===== src/rtl/uart_pkg.sv =====
// Shared constants, FSM encoding and sizing helper for the UART receiver.
package uart_pkg;

  localparam int unsigned PAR_NONE = 0;
  localparam int unsigned PAR_ODD  = 1;
  localparam int unsigned PAR_EVEN = 2;

  typedef enum logic [2:0] {
    ST_IDLE,
    ST_WAIT_START,
    ST_START,
    ST_DATA,
    ST_PARITY,
    ST_STOP
  } rx_state_t;

  // Width of a counter that has to hold 0..n-1 (at least one bit).
  function automatic int unsigned cnt_width(input int unsigned n);
    return (n > 2) ? $clog2(n) : 1;
  endfunction

endpackage


===== src/rtl/uart_rx_fifo.sv =====
// Small synchronous FIFO with registered head outputs; head holds the last
// popped entry while the FIFO is empty.
module uart_rx_fifo #(
  parameter int unsigned WIDTH = 10,
  parameter int unsigned DEPTH = 4
) (
  input  logic             clk,
  input  logic             rst_n,
  input  logic             push,
  input  logic [WIDTH-1:0] push_data,
  input  logic             pop,
  output logic             full_c,
  output logic             empty_c,
  output logic             head_valid,
  output logic [WIDTH-1:0] head_data
);

  localparam int unsigned AW = (DEPTH > 1) ? $clog2(DEPTH) : 1;

  logic [WIDTH-1:0] mem [DEPTH];
  logic [AW:0]      wr_ptr;
  logic [AW:0]      rd_ptr;
  logic [AW:0]      wr_ptr_n;
  logic [AW:0]      rd_ptr_n;
  logic             do_push;
  logic             do_pop;
  logic             bypass;

  // Status flags and next pointers; a pop in the same cycle frees a full slot.
  always_comb begin
    empty_c  = (wr_ptr == rd_ptr);
    full_c   = (wr_ptr[AW-1:0] == rd_ptr[AW-1:0]) && (wr_ptr[AW] != rd_ptr[AW]);
    do_pop   = pop && !empty_c;
    do_push  = push && (!full_c || do_pop);
    wr_ptr_n = do_push ? wr_ptr + 1'b1 : wr_ptr;
    rd_ptr_n = do_pop ? rd_ptr + 1'b1 : rd_ptr;
    bypass   = do_push && (wr_ptr == rd_ptr_n);
  end

  // Storage, pointers and the registered head view.
  always_ff @(posedge clk or negedge rst_n) begin
    if (!rst_n) begin
      mem        <= '{default: '0};
      wr_ptr     <= '0;
      rd_ptr     <= '0;
      head_valid <= 1'b0;
      head_data  <= '0;
    end else begin
      wr_ptr     <= wr_ptr_n;
      rd_ptr     <= rd_ptr_n;
      head_valid <= (wr_ptr_n != rd_ptr_n);
      if (do_push) begin
        mem[wr_ptr[AW-1:0]] <= push_data;
      end
      if (wr_ptr_n != rd_ptr_n) begin
        head_data <= bypass ? push_data : mem[rd_ptr_n[AW-1:0]];
      end
    end
  end

endmodule


===== src/rtl/uart_rx_param.sv =====
// Parametrised UART receiver: 2-FF synchroniser, 2-of-3 mid-bit voting,
// optional parity, 1/2 stop bits, and a receive FIFO with valid/ready.
module uart_rx_param
  import uart_pkg::*;
#(
  parameter int unsigned CLKS_PER_BIT = 10416,
  parameter int unsigned DATA_BITS    = 8,
  parameter int unsigned PARITY       = 0,
  parameter int unsigned STOP_BITS    = 1,
  parameter int unsigned FIFO_DEPTH   = 4
) (
  input  logic                 i_Clock,
  input  logic                 reset_n,
  input  logic                 receive,
  input  logic                 i_Rx_Serial,
  output logic                 o_Rx_Valid,
  input  logic                 i_Rx_Ready,
  output logic [DATA_BITS-1:0] o_Rx_Byte,
  output logic                 o_Parity_Err,
  output logic                 o_Frame_Err,
  output logic                 o_Overrun,
  output logic                 o_Busy
);

  localparam int unsigned CW  = cnt_width(CLKS_PER_BIT);
  localparam int unsigned MID = (CLKS_PER_BIT - 1) / 2;
  localparam int unsigned FW  = DATA_BITS + 2;
  localparam int unsigned IW  = 4;
  localparam logic        PAR_EXP = (PARITY == PAR_ODD);

  logic                 rx_meta;
  logic                 rx_s;
  rx_state_t            state;
  logic [CW-1:0]        cnt;
  logic [IW-1:0]        bit_idx;
  logic                 s0;
  logic                 s1;
  logic [DATA_BITS-1:0] shreg;
  logic                 par_err;
  logic                 frame_err;

  logic                 vote_c;
  logic                 mid_end_c;
  logic                 bit_end_c;
  logic                 push_c;
  logic                 pop_c;
  logic [FW-1:0]        push_word_c;
  logic                 full_c;
  logic                 empty_c;
  logic [FW-1:0]        head;

  // Bring the asynchronous line into the clock domain; idle level is high.
  always_ff @(posedge i_Clock or negedge reset_n) begin
    if (!reset_n) begin
      rx_meta <= 1'b1;
      rx_s    <= 1'b1;
    end else begin
      rx_meta <= i_Rx_Serial;
      rx_s    <= rx_meta;
    end
  end

  // Capture the first two of the three votes around mid-bit.
  always_ff @(posedge i_Clock or negedge reset_n) begin
    if (!reset_n) begin
      s0 <= 1'b0;
      s1 <= 1'b0;
    end else begin
      if (cnt == CW'(MID - 1)) s0 <= rx_s;
      if (cnt == CW'(MID))     s1 <= rx_s;
    end
  end

  // Majority vote, window strobes and the word handed to the FIFO.
  always_comb begin
    vote_c      = (s0 & s1) | (s0 & rx_s) | (s1 & rx_s);
    mid_end_c   = (cnt == CW'(MID + 1));
    bit_end_c   = (cnt == CW'(CLKS_PER_BIT - 1));
    push_c      = (state == ST_STOP) && mid_end_c && (bit_idx == IW'(STOP_BITS - 1));
    push_word_c = {frame_err | ~vote_c, par_err, shreg};
    pop_c       = i_Rx_Ready & ~empty_c;
  end

  // Frame FSM with bit-period counter; all frame state registered here.
  always_ff @(posedge i_Clock or negedge reset_n) begin
    if (!reset_n) begin
      state     <= ST_IDLE;
      cnt       <= '0;
      bit_idx   <= '0;
      shreg     <= '0;
      par_err   <= 1'b0;
      frame_err <= 1'b0;
      o_Busy    <= 1'b0;
    end else begin
      if (state inside {ST_START, ST_DATA, ST_PARITY, ST_STOP}) begin
        cnt <= bit_end_c ? '0 : cnt + 1'b1;
      end
      case (state)
        ST_IDLE: begin
          if (receive && rx_s) state <= ST_WAIT_START;
        end
        ST_WAIT_START: begin
          if (!receive) begin
            state <= ST_IDLE;
          end else if (!rx_s) begin
            state     <= ST_START;
            cnt       <= '0;
            bit_idx   <= '0;
            par_err   <= 1'b0;
            frame_err <= 1'b0;
            o_Busy    <= 1'b1;
          end
        end
        ST_START: begin
          if (mid_end_c && vote_c) begin
            state  <= ST_WAIT_START;
            o_Busy <= 1'b0;
          end else if (bit_end_c) begin
            state <= ST_DATA;
          end
        end
        ST_DATA: begin
          if (mid_end_c) shreg <= {vote_c, shreg[DATA_BITS-1:1]};
          if (bit_end_c) begin
            if (bit_idx == IW'(DATA_BITS - 1)) begin
              bit_idx <= '0;
              state   <= (PARITY != PAR_NONE) ? ST_PARITY : ST_STOP;
            end else begin
              bit_idx <= bit_idx + 1'b1;
            end
          end
        end
        ST_PARITY: begin
          if (mid_end_c) par_err <= (((^shreg) ^ vote_c) != PAR_EXP);
          if (bit_end_c) state <= ST_STOP;
        end
        ST_STOP: begin
          if (mid_end_c && !vote_c) frame_err <= 1'b1;
          if (push_c) begin
            o_Busy <= 1'b0;
            // A framing error waits for the line to return high before re-arming.
            state  <= (frame_err || !vote_c || !receive) ? ST_IDLE : ST_WAIT_START;
          end else if (bit_end_c) begin
            bit_idx <= bit_idx + 1'b1;
          end
        end
        default: state <= ST_IDLE;
      endcase
    end
  end

  // Overrun pulse: a completed word arrived while full with no pop.
  always_ff @(posedge i_Clock or negedge reset_n) begin
    if (!reset_n) begin
      o_Overrun <= 1'b0;
    end else begin
      o_Overrun <= push_c && full_c && !pop_c;
    end
  end

  uart_rx_fifo #(
    .WIDTH (FW),
    .DEPTH (FIFO_DEPTH)
  ) u_fifo (
    .clk        (i_Clock),
    .rst_n      (reset_n),
    .push       (push_c),
    .push_data  (push_word_c),
    .pop        (pop_c),
    .full_c     (full_c),
    .empty_c    (empty_c),
    .head_valid (o_Rx_Valid),
    .head_data  (head)
  );

  assign o_Rx_Byte    = head[DATA_BITS-1:0];
  assign o_Parity_Err = head[DATA_BITS];
  assign o_Frame_Err  = head[DATA_BITS+1];

endmodule


===== config.mk =====
export PLATFORM = sky130hd
export DESIGN_NAME = uart_rx_param
export DESIGN_NICKNAME = d
export VERILOG_FILES = /design/src/rtl/uart_pkg.sv /design/src/rtl/uart_rx_fifo.sv /design/src/rtl/uart_rx_param.sv
export SDC_FILE = /design/constraint.sdc
export NUM_CORES = 1
export LEC_CHECK = 0
export ABC_AREA = 1
export CAP_MARGIN = 10
export CORE_ASPECT_RATIO = 1.1
export CORE_MARGIN = 4
export CORE_UTILIZATION = 45
export CTS_BUF_LIST = sky130_fd_sc_hd__clkbuf_2
export CTS_CLUSTER_DIAMETER = 40
export DETAILED_ROUTE_END_ITERATION = 6
export PLACE_DENSITY = 0.62
export SKIP_LAST_GASP = 1
export SYNTH_ARGS = -nofsm -noshare
export SYNTH_HDL_FRONTEND = slang
export SYNTH_HIERARCHICAL = 1
export SYNTH_SLANG_ARGS = --single-unit
export TNS_END_PERCENT = 50

===== constraint.sdc =====
create_clock -name i_Clock -period 2.4 [get_ports i_Clock]
set_clock_uncertainty 0.2 [all_clocks]
set_input_delay 0.24 -clock i_Clock [delete_from_list [all_inputs] [get_ports i_Clock]]
set_output_delay 0.24 -clock i_Clock [all_outputs]
set_load 0.01 [all_outputs]

==> impl_metrics.env <==
export IMPL_status="finished clean"
export IMPL_dr_first_iter_drc_count=331
export IMPL_rows=42
export IMPL_synth_seq_cells=94
export IMPL_critPathMostFrequentCell="nand2_1"
export IMPL_clock_latency_ps=590
export IMPL_synthSimpleGateAreaFrac=0.3659
export IMPL_yosysTopAreaCell="dfrtp_1"
export IMPL_place_area_mm2=0.005956
export IMPL_synth_compound_area_frac=0.06800
export IMPL_ant_nets=0
export IMPL_tritoncts="yes"
export IMPL_hold_violations=0
export IMPL_area_growth_syn_to_layout_pct=13.80
export IMPL_yosysWarnings=6
export IMPL_design_area_mm2=0.006261
export IMPL_regArea_mm2=0.002360
export IMPL_cts_root_buf="clkbuf_2"
export IMPL_grt_max_degree=95
export IMPL_maxCapViolCount=0
export IMPL_cp_max_fo=9
export IMPL_cts_buffers_inserted=9
export IMPL_die_height_um=124.0
export IMPL_io_pins=18
export IMPL_cp_data_arrival_time_ps=2610
export IMPL_tightest_slew_ps=509.1
export IMPL_max_slew_margin_rel=0.6606
export IMPL_hold_path_class="flip-flop to flip-flop"
export IMPL_period_share=0.9482
export IMPL_synthTopCellsByCount="237 x nand2_1, 98 x inv_1, 96 x nand3_1, 92 x dfrtp_1, 53 x o21ai_0"
export IMPL_critPathLaunchType="flip-flop"
export IMPL_utilization=0.5226
export IMPL_clk_path_buf_depth=2
export IMPL_antenna_found_initial=0
export IMPL_slowest_delay_ps=510
export IMPL_crit_chain="nand2_1 -> nand2_4 -> nand3_4 -> inv_1 -> nor2_2 -> buf_4 -> inv_2 -> nand2_4 -> nand2_8 -> nand2_1 -> nand3_1 -> nand2_2 -> buf_4 -> nand4_1 -> nand2_1"
export IMPL_worst_setup_path_type="flip-flop to flip-flop"
export IMPL_synth_top_family_by_area="simple AND/OR/NAND/NOR gates"
export IMPL_fillers=1161
export IMPL_critPathCaptureType="flip-flop"
export IMPL_synth_cell_types=38
export IMPL_min_path_cells=0
export IMPL_cpLargestDelayFamily="simple AND/OR/NAND/NOR gates"
export IMPL_drive_above_1_share=0.1459
export IMPL_wl_um=12610
export IMPL_power_leakage_nw=3.111
export IMPL_multi_input_area_mm2=0.002660
export IMPL_syn_nets=765
export IMPL_place_ws_ps=38.47
export IMPL_wl_per_cell_um=13.29
export IMPL_syn_area_mm2=0.005502
export IMPL_fin_nets=806
export IMPL_crit_buf_inv=4
export IMPL_ys_async_sr_fraction=1.000
export IMPL_fp_dieArea_mm2=0.01406
export IMPL_cp_required_ps=2740
export IMPL_core_area_mm2=0.01198
export IMPL_synth_edf_count=0
export IMPL_gp_congestion=0.8749
export IMPL_netlist_area_leader_share=0.4185
export IMPL_first_pass_iters=5
export IMPL_clock_sinks=94
export IMPL_synth_fa_ha_area_frac=0.02502
export IMPL_initial_utilization=0.4592
export IMPL_fp_dieW_um=113.4
export IMPL_synth_main_ff_cell="dfrtp_1"
export IMPL_grt_remaining_overflow=0
export IMPL_io_buffers=17
export IMPL_synth_xor_area_share=0.01433
export IMPL_cpMaxStageDelayCell="dfrtp_2"
export IMPL_finalSetupTns_ps=0
export IMPL_max_freq_mhz=439.4
export IMPL_ir_drop_uv=544.5
export IMPL_htreeDepth=3
export IMPL_setup_slack_ps=124.4
export IMPL_power_density_mw_per_mm2=915.2
export IMPL_drc=0
export IMPL_synth_cells=749
export IMPL_synth_area_leaders="dfrtp_1 42%, nand2_1 16%, nand3_1 8.7%"
export IMPL_syn_area_per_cell_um2=7.345
export IMPL_gr_usage_all_layers=0.1844
export IMPL_clk_pin_slew_ps=250
export IMPL_grt_first_pass_wirelength_um=21090
export IMPL_synth_area_mux_share=0
export IMPL_drv_slew=0
export IMPL_p_total_mw=5.730
export IMPL_viasPerCell=5.091
export IMPL_setup_violations=0
export IMPL_post_route_min_period_ps=2276
export IMPL_path_depth=15
export IMPL_synth_most_common_cell="nand2_1"
export IMPL_detailroute_via_count=4831
export IMPL_grt_pass1_vias=4513
export IMPL_dpl_hpwl_um=8763
export IMPL_r2r_cells=15
export IMPL_yosysSeqAreaShare=0.4280
export IMPL_diodes=0
-- flip-flops by register name (all words and copies together) (netlist names), 3 cells and up --
name	cells
bit_idx	4
cnt	14
shreg	8
state	3
u_fifo/head_data	10
u_fifo/mem	40
u_fifo/rd_ptr	3
u_fifo/wr_ptr	3
-- layout make-up --
cell class,instances,share of cell area
multi-input cells,526,0.4249
flip-flops and latches,94,0.3769
repair buffers,56,0.08313
inverters,103,0.06215
well taps,154,0.03078
clock inverters,5,0.01339
clock buffers,11,0.008793
-- kinds of logic after synthesis --
| logic type | after synthesis |
|---|---|
| AO/OA/AOI/OAI | 70 |
| AND/OR/NAND/NOR | 435 |
| flip-flops | 94 |
| buffers and inverters | 130 |
| XOR/XNOR | 9 |
| adder cells (fa/ha/maj) | 11 |
-- metrics by stage --
stage / std cells / hold WS (ps)
2_1_floorplan: 749 / -255.6
3_3_place_gp: 923 / 135.7
3_5_place_dp: 923 / 139.6
4_1_cts: 942 / 181.0
5_1_grt: 949 / 185.7
6_report: 949 / 176.8
-- power by group --
part           internal, mW  leakage [nW]  switching, mW  total (mW)
Combinational          1.12          2.00           1.73        2.85
Sequential             1.80          1.04          0.166        1.96
Clock                 0.353        0.0784          0.559       0.913
-- metal layers --
| layer | wire length (um) | share of wire | global-route usage |
|---|---|---|---|
| met5 | 0 | 0 | 0 |
| met4 | 143 | 0.011 | 0.04959 |
| met3 | 502 | 0.040 | 0.03401 |
| met2 | 6333 | 0.50 | 0.3196 |
| met1 | 5633 | 0.45 | 0.2384 |
-- repair_timing --
item,in CTS,in global routing
gates resized for setup,0,30
hold buffers,3,0
endpoints found under the setup margin,0,17
buffers inserted,0,3
hold endpoints to repair,95,0
-- cells in the final DEF, fill, tap and decap left out, types with 8 or more instances in the layout --
cell / n
a21oi_1: 9
buf_4: 26
buf_6: 8
clkbuf_2: 11
clkdlybuf4s50_1: 16
dfrtp_1: 88
ha_1: 11
inv_1: 95
nand2_1: 232
nand2_2: 15
nand3_1: 95
nand4_1: 14
nor2_1: 36
nor2_2: 8
o21ai_0: 53
-- path summary, 6_finish.rpt --
check | start | to | slack, ps
max in group asynchronous | reset_n | rx_s | 1000
worst min register to register | rx_meta | rx_s | 180
worst min-delay path | rx_meta | rx_s | 180
worst max-delay path | u_fifo/wr_ptr[0] | u_fifo/head_data[8] | 120
min in group asynchronous | reset_n | u_fifo/rd_ptr[2] | 590
worst max register to register | u_fifo/wr_ptr[0] | u_fifo/head_data[8] | 120
(Power assumes the default switching activity.)
